===== src/rtl/serial_frame_deserializer.sv =====
// Serial frame deserializer: hunts for a sync pattern in a 1-bit stream, then
// assembles FRAME_WORDS MSB-first words per frame into a valid/ready register.
module serial_frame_deserializer #(
   parameter int                  WIDTH        = 32,
   parameter int                  SYNC_LEN     = 8,
   parameter logic [SYNC_LEN-1:0] SYNC_PATTERN = 8'hA5,
   parameter int                  FRAME_WORDS  = 4
) (
   input  logic             clk,
   input  logic             reset,
   input  logic             data_i,
   input  logic             bit_en_i,
   input  logic             resync_i,
   output logic [WIDTH-1:0] word_o,
   output logic             word_valid_o,
   input  logic             word_ready_i,
   output logic             locked_o,
   output logic             overflow_o
);

   localparam int BCW = $clog2(WIDTH);
   localparam int FCW = $clog2(SYNC_LEN + 1);
   localparam int WCW = $clog2(FRAME_WORDS + 1);
   localparam logic [BCW-1:0] BIT_LAST  = BCW'(WIDTH - 1);
   localparam logic [WCW-1:0] WORD_LAST = WCW'(FRAME_WORDS - 1);
   localparam logic [FCW-1:0] FILL_MAX  = FCW'(SYNC_LEN);
   localparam logic [FCW-1:0] FILL_ARM  = FCW'(SYNC_LEN - 1);

   typedef enum logic {HUNT, PAYLOAD} state_t;

   state_t state_q, state_d;
   // The oldest hunt bit and the oldest assembly bit are never read back:
   // the incoming bit completes both shift windows, so they are kept one short.
   logic [SYNC_LEN-2:0] hunt_q, hunt_d;
   logic [WIDTH-2:0]    asm_q, asm_d;
   logic [FCW-1:0]      fill_q, fill_d;
   logic [BCW-1:0]      bit_q, bit_d;
   logic [WCW-1:0]      wcnt_q, wcnt_d;
   logic [SYNC_LEN-1:0] hunt_shift;
   logic [WIDTH-1:0]    asm_shift;
   logic                complete;

   assign hunt_shift = {hunt_q, data_i};
   assign asm_shift  = {asm_q, data_i};
   assign locked_o   = (state_q == PAYLOAD);

   always_ff @(posedge clk or posedge reset) begin
      if (reset) begin
         state_q <= HUNT;
         hunt_q  <= '0;
         asm_q   <= '0;
         fill_q  <= '0;
         bit_q   <= '0;
         wcnt_q  <= '0;
      end else begin
         state_q <= state_d;
         hunt_q  <= hunt_d;
         asm_q   <= asm_d;
         fill_q  <= fill_d;
         bit_q   <= bit_d;
         wcnt_q  <= wcnt_d;
      end
   end

   always_comb begin
      state_d  = state_q;
      hunt_d   = hunt_q;
      asm_d    = asm_q;
      fill_d   = fill_q;
      bit_d    = bit_q;
      wcnt_d   = wcnt_q;
      complete = 1'b0;
      if (resync_i) begin
         state_d = HUNT;
         hunt_d  = '0;
         asm_d   = '0;
         fill_d  = '0;
         bit_d   = '0;
         wcnt_d  = '0;
      end else if (bit_en_i) begin
         case (state_q)
            HUNT: begin
               hunt_d = hunt_shift[SYNC_LEN-2:0];
               if (fill_q != FILL_MAX) fill_d = fill_q + 1'b1;
               if (fill_q >= FILL_ARM && hunt_shift == SYNC_PATTERN) begin
                  state_d = PAYLOAD;
                  bit_d   = '0;
                  wcnt_d  = '0;
               end
            end
            PAYLOAD: begin
               asm_d = asm_shift[WIDTH-2:0];
               if (bit_q == BIT_LAST) begin
                  complete = 1'b1;
                  bit_d    = '0;
                  if (wcnt_q == WORD_LAST) begin
                     // Frame end: hunt restarts from an empty window.
                     state_d = HUNT;
                     wcnt_d  = '0;
                     hunt_d  = '0;
                     fill_d  = '0;
                  end else begin
                     wcnt_d = wcnt_q + 1'b1;
                  end
               end else begin
                  bit_d = bit_q + 1'b1;
               end
            end
            default: state_d = HUNT;
         endcase
      end
   end

   // Serial side cannot stall: a word arriving while the register is full is dropped.
   always_ff @(posedge clk or posedge reset) begin
      if (reset) begin
         word_o       <= '0;
         word_valid_o <= 1'b0;
         overflow_o   <= 1'b0;
      end else if (complete) begin
         if (!word_valid_o || word_ready_i) begin
            word_o       <= asm_shift;
            word_valid_o <= 1'b1;
         end else begin
            overflow_o <= 1'b1;
         end
      end else if (word_valid_o && word_ready_i) begin
         word_valid_o <= 1'b0;
      end
   end

endmodule


===== config.mk =====
export PLATFORM = sky130hd
export DESIGN_NAME = serial_frame_deserializer
export DESIGN_NICKNAME = d
export VERILOG_FILES = /design/src/rtl/serial_frame_deserializer.sv
export SDC_FILE = /design/constraint.sdc
export NUM_CORES = 1
export LEC_CHECK = 0
export ABC_AREA = 1
export ABC_CLOCK_PERIOD_IN_PS = 3200
export BUFFER_PORTS_ARGS = -buffer_cell sky130_fd_sc_hd__buf_2
export CORE_ASPECT_RATIO = 0.5
export CORE_MARGIN = 2
export CORE_UTILIZATION = 50
export DETAILED_ROUTE_END_ITERATION = 6
export GPL_TIMING_DRIVEN = 0
export PLACE_DENSITY = 0.71
export SETUP_SLACK_MARGIN = 0.1
export SYNTH_ARGS = -nofsm -noshare
export SYNTH_HDL_FRONTEND = slang
export SYNTH_SLANG_ARGS = --single-unit

===== constraint.sdc =====
create_clock -name clk -period 3.2 [get_ports clk]
set_input_delay 0.48 -clock clk [delete_from_list [all_inputs] [get_ports clk]]
set_output_delay 0.48 -clock clk [all_outputs]
set_load 0.01 [all_outputs]

# Word-level counts from Yosys, hierarchy flattened
# Cells that the tools add are included.
# classes
n_mux	38
bitwise	2
shifts	0
reduce_logical	15
div_mod_pow	0
magnitude_cmp	1
n_addsub	3
mul	0
eq_ne	9
# ops
op	count
31-bit two-way mux	3
7-bit two-way mux	4
4-bit two-way mux	5
5-bit two-way mux	4
3-bit two-way mux	5
7-bit one-hot mux with 2 select lines	1
1-bit two-way mux	12
5-bit one-hot mux with 2 select lines	1
2-bit AND reduction	5
8-bit equality test, second input constant	1
4-bit one-hot mux with 2 select lines	1
3-bit by 2-bit inequality test with 1-bit output, second input constant	2
3-bit inequality test, second input constant	2
3-bit one-hot mux with 2 select lines	1
3-bit AND reduction	2
2-bit nonzero test	3
5-bit by 1-bit adder with 5-bit output, second input constant	1
5-bit equality test, second input constant	1
4-bit by 1-bit adder with 4-bit output, second input constant	1
4-bit by 3-bit >= comparator with 1-bit output, second input constant	1
4-bit inequality test, second input constant	1
4-bit AND reduction	1
3-bit by 1-bit adder with 3-bit output, second input constant	1
3-bit by 2-bit equality test with 1-bit output, second input constant	1
other kinds (6)	8
# totals
word_cells	77
latch_bits	0
memories	0
ramBits	0
rom_bits	0
input_bits	6
out_inout_bits	35
ff_bits	85

# Depth between registers and ports, before layout
# depth
depth_word	7
mapped_depth	11

# Worst setup path before layout
# No wires, ideal clock.
# synth_path
path_type	reg2reg
from	register bit_q[0]
to	register word_o[10]
path_stages_with_launch	11
setup_slack_ps	1584
t_arrival_ps	1498
t_required_ps	3082
path_cell_list	dfrtp_1 ha_1 nand2_1 nor2_1 ha_1 inv_1 nor2_4 nand2_2 buf_6 buf_6 o21ai_2
# synth_via
elab_chain_len	6
# synth_lines
item	line_no	text
from (decl)	37	logic [BCW-1:0] bit_q, bit_d;
from (signal assigned)	60	bit_q <= bit_d;
5-bit equality test	93	if (bit_q == BIT_LAST) begin
1-bit two-way mux	93	
1-bit two-way mux	81	case (state_q)
1-bit two-way mux	80	end else if (bit_en_i) begin
1-bit two-way mux	73	if (resync_i) begin
2-bit AND reduction (no line)	n/a	
to (signal assigned)	122	word_o <= asm_shift;
to (decl)	14	output logic [WIDTH-1:0] word_o,
# No other way between the ends.
# A chain may end at the register's enable or synchronous reset.

# Worst setup path in the final report
# layout_path
from	register bit_q[0]
to	register word_o[5]
# The elaborated chain is that of the path after synthesis.

==> qor.csv <==
metric,value,unit
run_status,"complete, no violations",
port_buffers,40,
cp-start-kind,register,
setup_ws,1340,ps
drt_iter0_drc,171,
ant_nets,0,
p_leak,0.00210,uW
antenna_found_initial,0,
cp.depth,11,
rsz0062_at_grt,false,
cp_slowest_cell,dfrtp_1,
path_class,reg -> reg,
gp_congestion,0.789,
crit_arrival,2120,ps
max_stage_delay,420,ps
p_comb_frac,0.069,
postCtsSetupBuffers,0,
maxSlewViolCount,0,
power_switching,556,uW
start_util,0.525,
clock-sinks,85,
p_clk_frac,0.471,
dpl.hpwl,4620,um
syn_area,3560,um2
post_cts_resized,0,
finalPower,2430,uW
htreeDepth,3,
avgSynthCellArea,9.88,um2
crit_chain,"ha_1, nand2_1, nor2_1, ha_1, inv_1, nor2_4, nand2_2, buf_6, buf_6, nand2_1, o21ai_1",
ys_warn_count,0,
power_density,574,nW/um2
synth_top_area_frac,0.598,
die_y,63.7,um
pin_count,41,
path_clk_slew,60,ps
cp_top_family,buffers and inverters,
clockRootBuffer,clkbuf_16,
synthTopCellsByArea,"dfrtp_1, nand2_1, o21ai_2",
fill_cells,553,
clk_latency,340,ps
grt_pass1_wl,11500,um
layout.nets,423,
numCtsBuffers,9,
path_max_fanout,10,
syn_inst,360,
ys_types,26,
internal_power,1880,uW
via_count,2553,
cts_tree,done,
die_area,7850,um2
fp.dieW,123,um
dr.pass1.iters,4,
rr_worst_depth,11,
grt_pass1_vias,2489,
overflow,0,
skew,6.19,ps
setup_viol_count_final,0,
tightest_slew,451,ps
ys_seq_area_frac,0.598,
hold_buffers,0,
rows,21,
wl,6710,um
synth_nets,371,
pwr-share-seq,0.460,
yosys_register_bits,85,
relSlewSlack,0.700,
ir_drop,0.256,mV
syn_to_final_growth,19.1,%
route.detailed.drc,0,
fmax,0.537,GHz
coreArea,6780,um2
drive_above_1_share,0.240,
crit_required,3460,ps
clk_path_buf_depth,2,
hold_class,in -> async,
grt_max_degree,53,
hold_ws,157,ps
yosysTopAreaCell,dfrtp_1,
wire_per_inst,13.2,um
fin_crit,1860,ps
grt_usage,0.195,
swShare,0.229,
avgViaCountPerCell,5.02,
hold_viol,0,
finalCritPeriodShare,0.582,
critPathBufInv,3,
n_antenna_cell,0,
place_ws,1380,ps
drv_cap,0,
cp-end-kind,register,
registers in the layout, indices dropped and copies added (netlist names):
register      flops
overflow_o        1
hunt_q            7
bit_q             5
wcnt_q            3
locked_o          1
asm_q            31
fill_q            4
word_o           32
word_valid_o      1
worst reg2reg max path, stage by stage (launching register included):
cell,delay (ps)
dfrtp_1,420
ha_1,230
nand2_1,90
nor2_1,50
ha_1,170
inv_1,180
nor2_4,70
nand2_2,80
buf_6,150
buf_6,160
nand2_1,90
o21ai_1,90
power groups by stage:
stage | Sequential, uW | Combinational [uW] | Clock (uW)
2_1_floorplan | 1130 | 122 | 0
3_3_place_gp | 1140 | 157 | 0
3_5_place_dp | 1140 | 168 | 0
4_1_cts | 1120 | 170 | 1180
5_1_grt | 1120 | 193 | 1230
6_report | 1120 | 168 | 1150
through the flow:
step,instance area [um2],cells,setup TNS (ps),util
floorplan,3560,360,0,-
global placement,3870,492,-21520,0.571
detailed placement,3900,493,0,0.576
CTS,4240,509,0,0.625
global route,4240,509,0,0.625
finish,4240,509,0,0.625
cell usage after synthesis (all sizes together):
cell type,number
ha,5
nor3,1
o22ai,31
clkbuf,7
o21bai,1
inv,53
nand3,13
a21oi,1
or2,2
buf,8
a21o,1
nand2,84
o21ai,45
dfrtp,85
nand4,5
nor2,18
path summary, 6_finish.rpt:
| check | startpoint | endpoint | slack, ps |
|---|---|---|---|
| setup reg to reg | bit_q[0]$_DFFE_PP0P_ | word_o[5]$_DFFE_PP0P_ | 1340 |
| setup / recovery | bit_q[0]$_DFFE_PP0P_ | word_o[5]$_DFFE_PP0P_ | 1340 |
| hold reg to reg | word_o[25]$_DFFE_PP0P_ | word_o[25]$_DFFE_PP0P_ | 480 |
| max in group asynchronous | reset | asm_q[5]$_DFFE_PP0P_ | 2470 |
| hold / removal | reset | bit_q[1]$_DFFE_PP0P_ | 160 |
| min in group clk | data_i | hunt_q[0]$_DFFE_PP0P_ | 440 |
logic make-up (layout without fill, tap and decap cells):
family | Yosys count | count (layout) | synth area share
compound gates | 79 | 79 | 0.148
simple gates | 123 | 123 | 0.150
flops | 85 | 85 | 0.598
fa+ha+maj | 5 | 5 | 0.0176
buf+inv | 68 | 125 | 0.0868
routing by layer:
layer | GRT usage | wire length [um] | share of wire | vias to the layer above
met5 | 0 | 0 | 0 | -
met4 | 0.0810 | 129 | 0.019 | 0
met3 | 0.0697 | 315 | 0.047 | 14
met2 | 0.315 | 3260 | 0.49 | 45
met1 | 0.237 | 3000 | 0.45 | 1218
li1 | - | - | - | 1276
cell usage in the layout (no fill, tap or decap):
cell type   n
o21ai_1     5
nor2_1     16
clkbuf_2    1
inv_1      50
nand3_1    13
inv_2       1
ha_1        5
a21o_1      1
dfrtp_1    85
buf_6       6
nor2_4      2
buf_16      1
o21bai_1    1
buf_2      41
nand2_2     3
buf_4       1
o21ai_2    23
nor3_1      1
a21oi_1     1
clkbuf_8    2
o22ai_1    31
or2_2       2
clkbuf_1    7
inv_6       2
inv_4       2
clkbuf_16   9
nand2_1    79
nand4_1     5
o21ai_0    17
bufinv_16   2
nand2_4     2
layout make-up:
type,count,area [um2],area share
repair buffers,41,228,0.0537
inverters,53,204,0.0481
plain buffers,15,108,0.0254
flip-flops and latches,85,2130,0.502
well taps,92,115,0.0272
clock buffers,12,256,0.0605
multi-input cells,207,1120,0.265
clock inverters,4,77.6,0.0183
No activity file was read; power rests on OpenSTA's default activity.
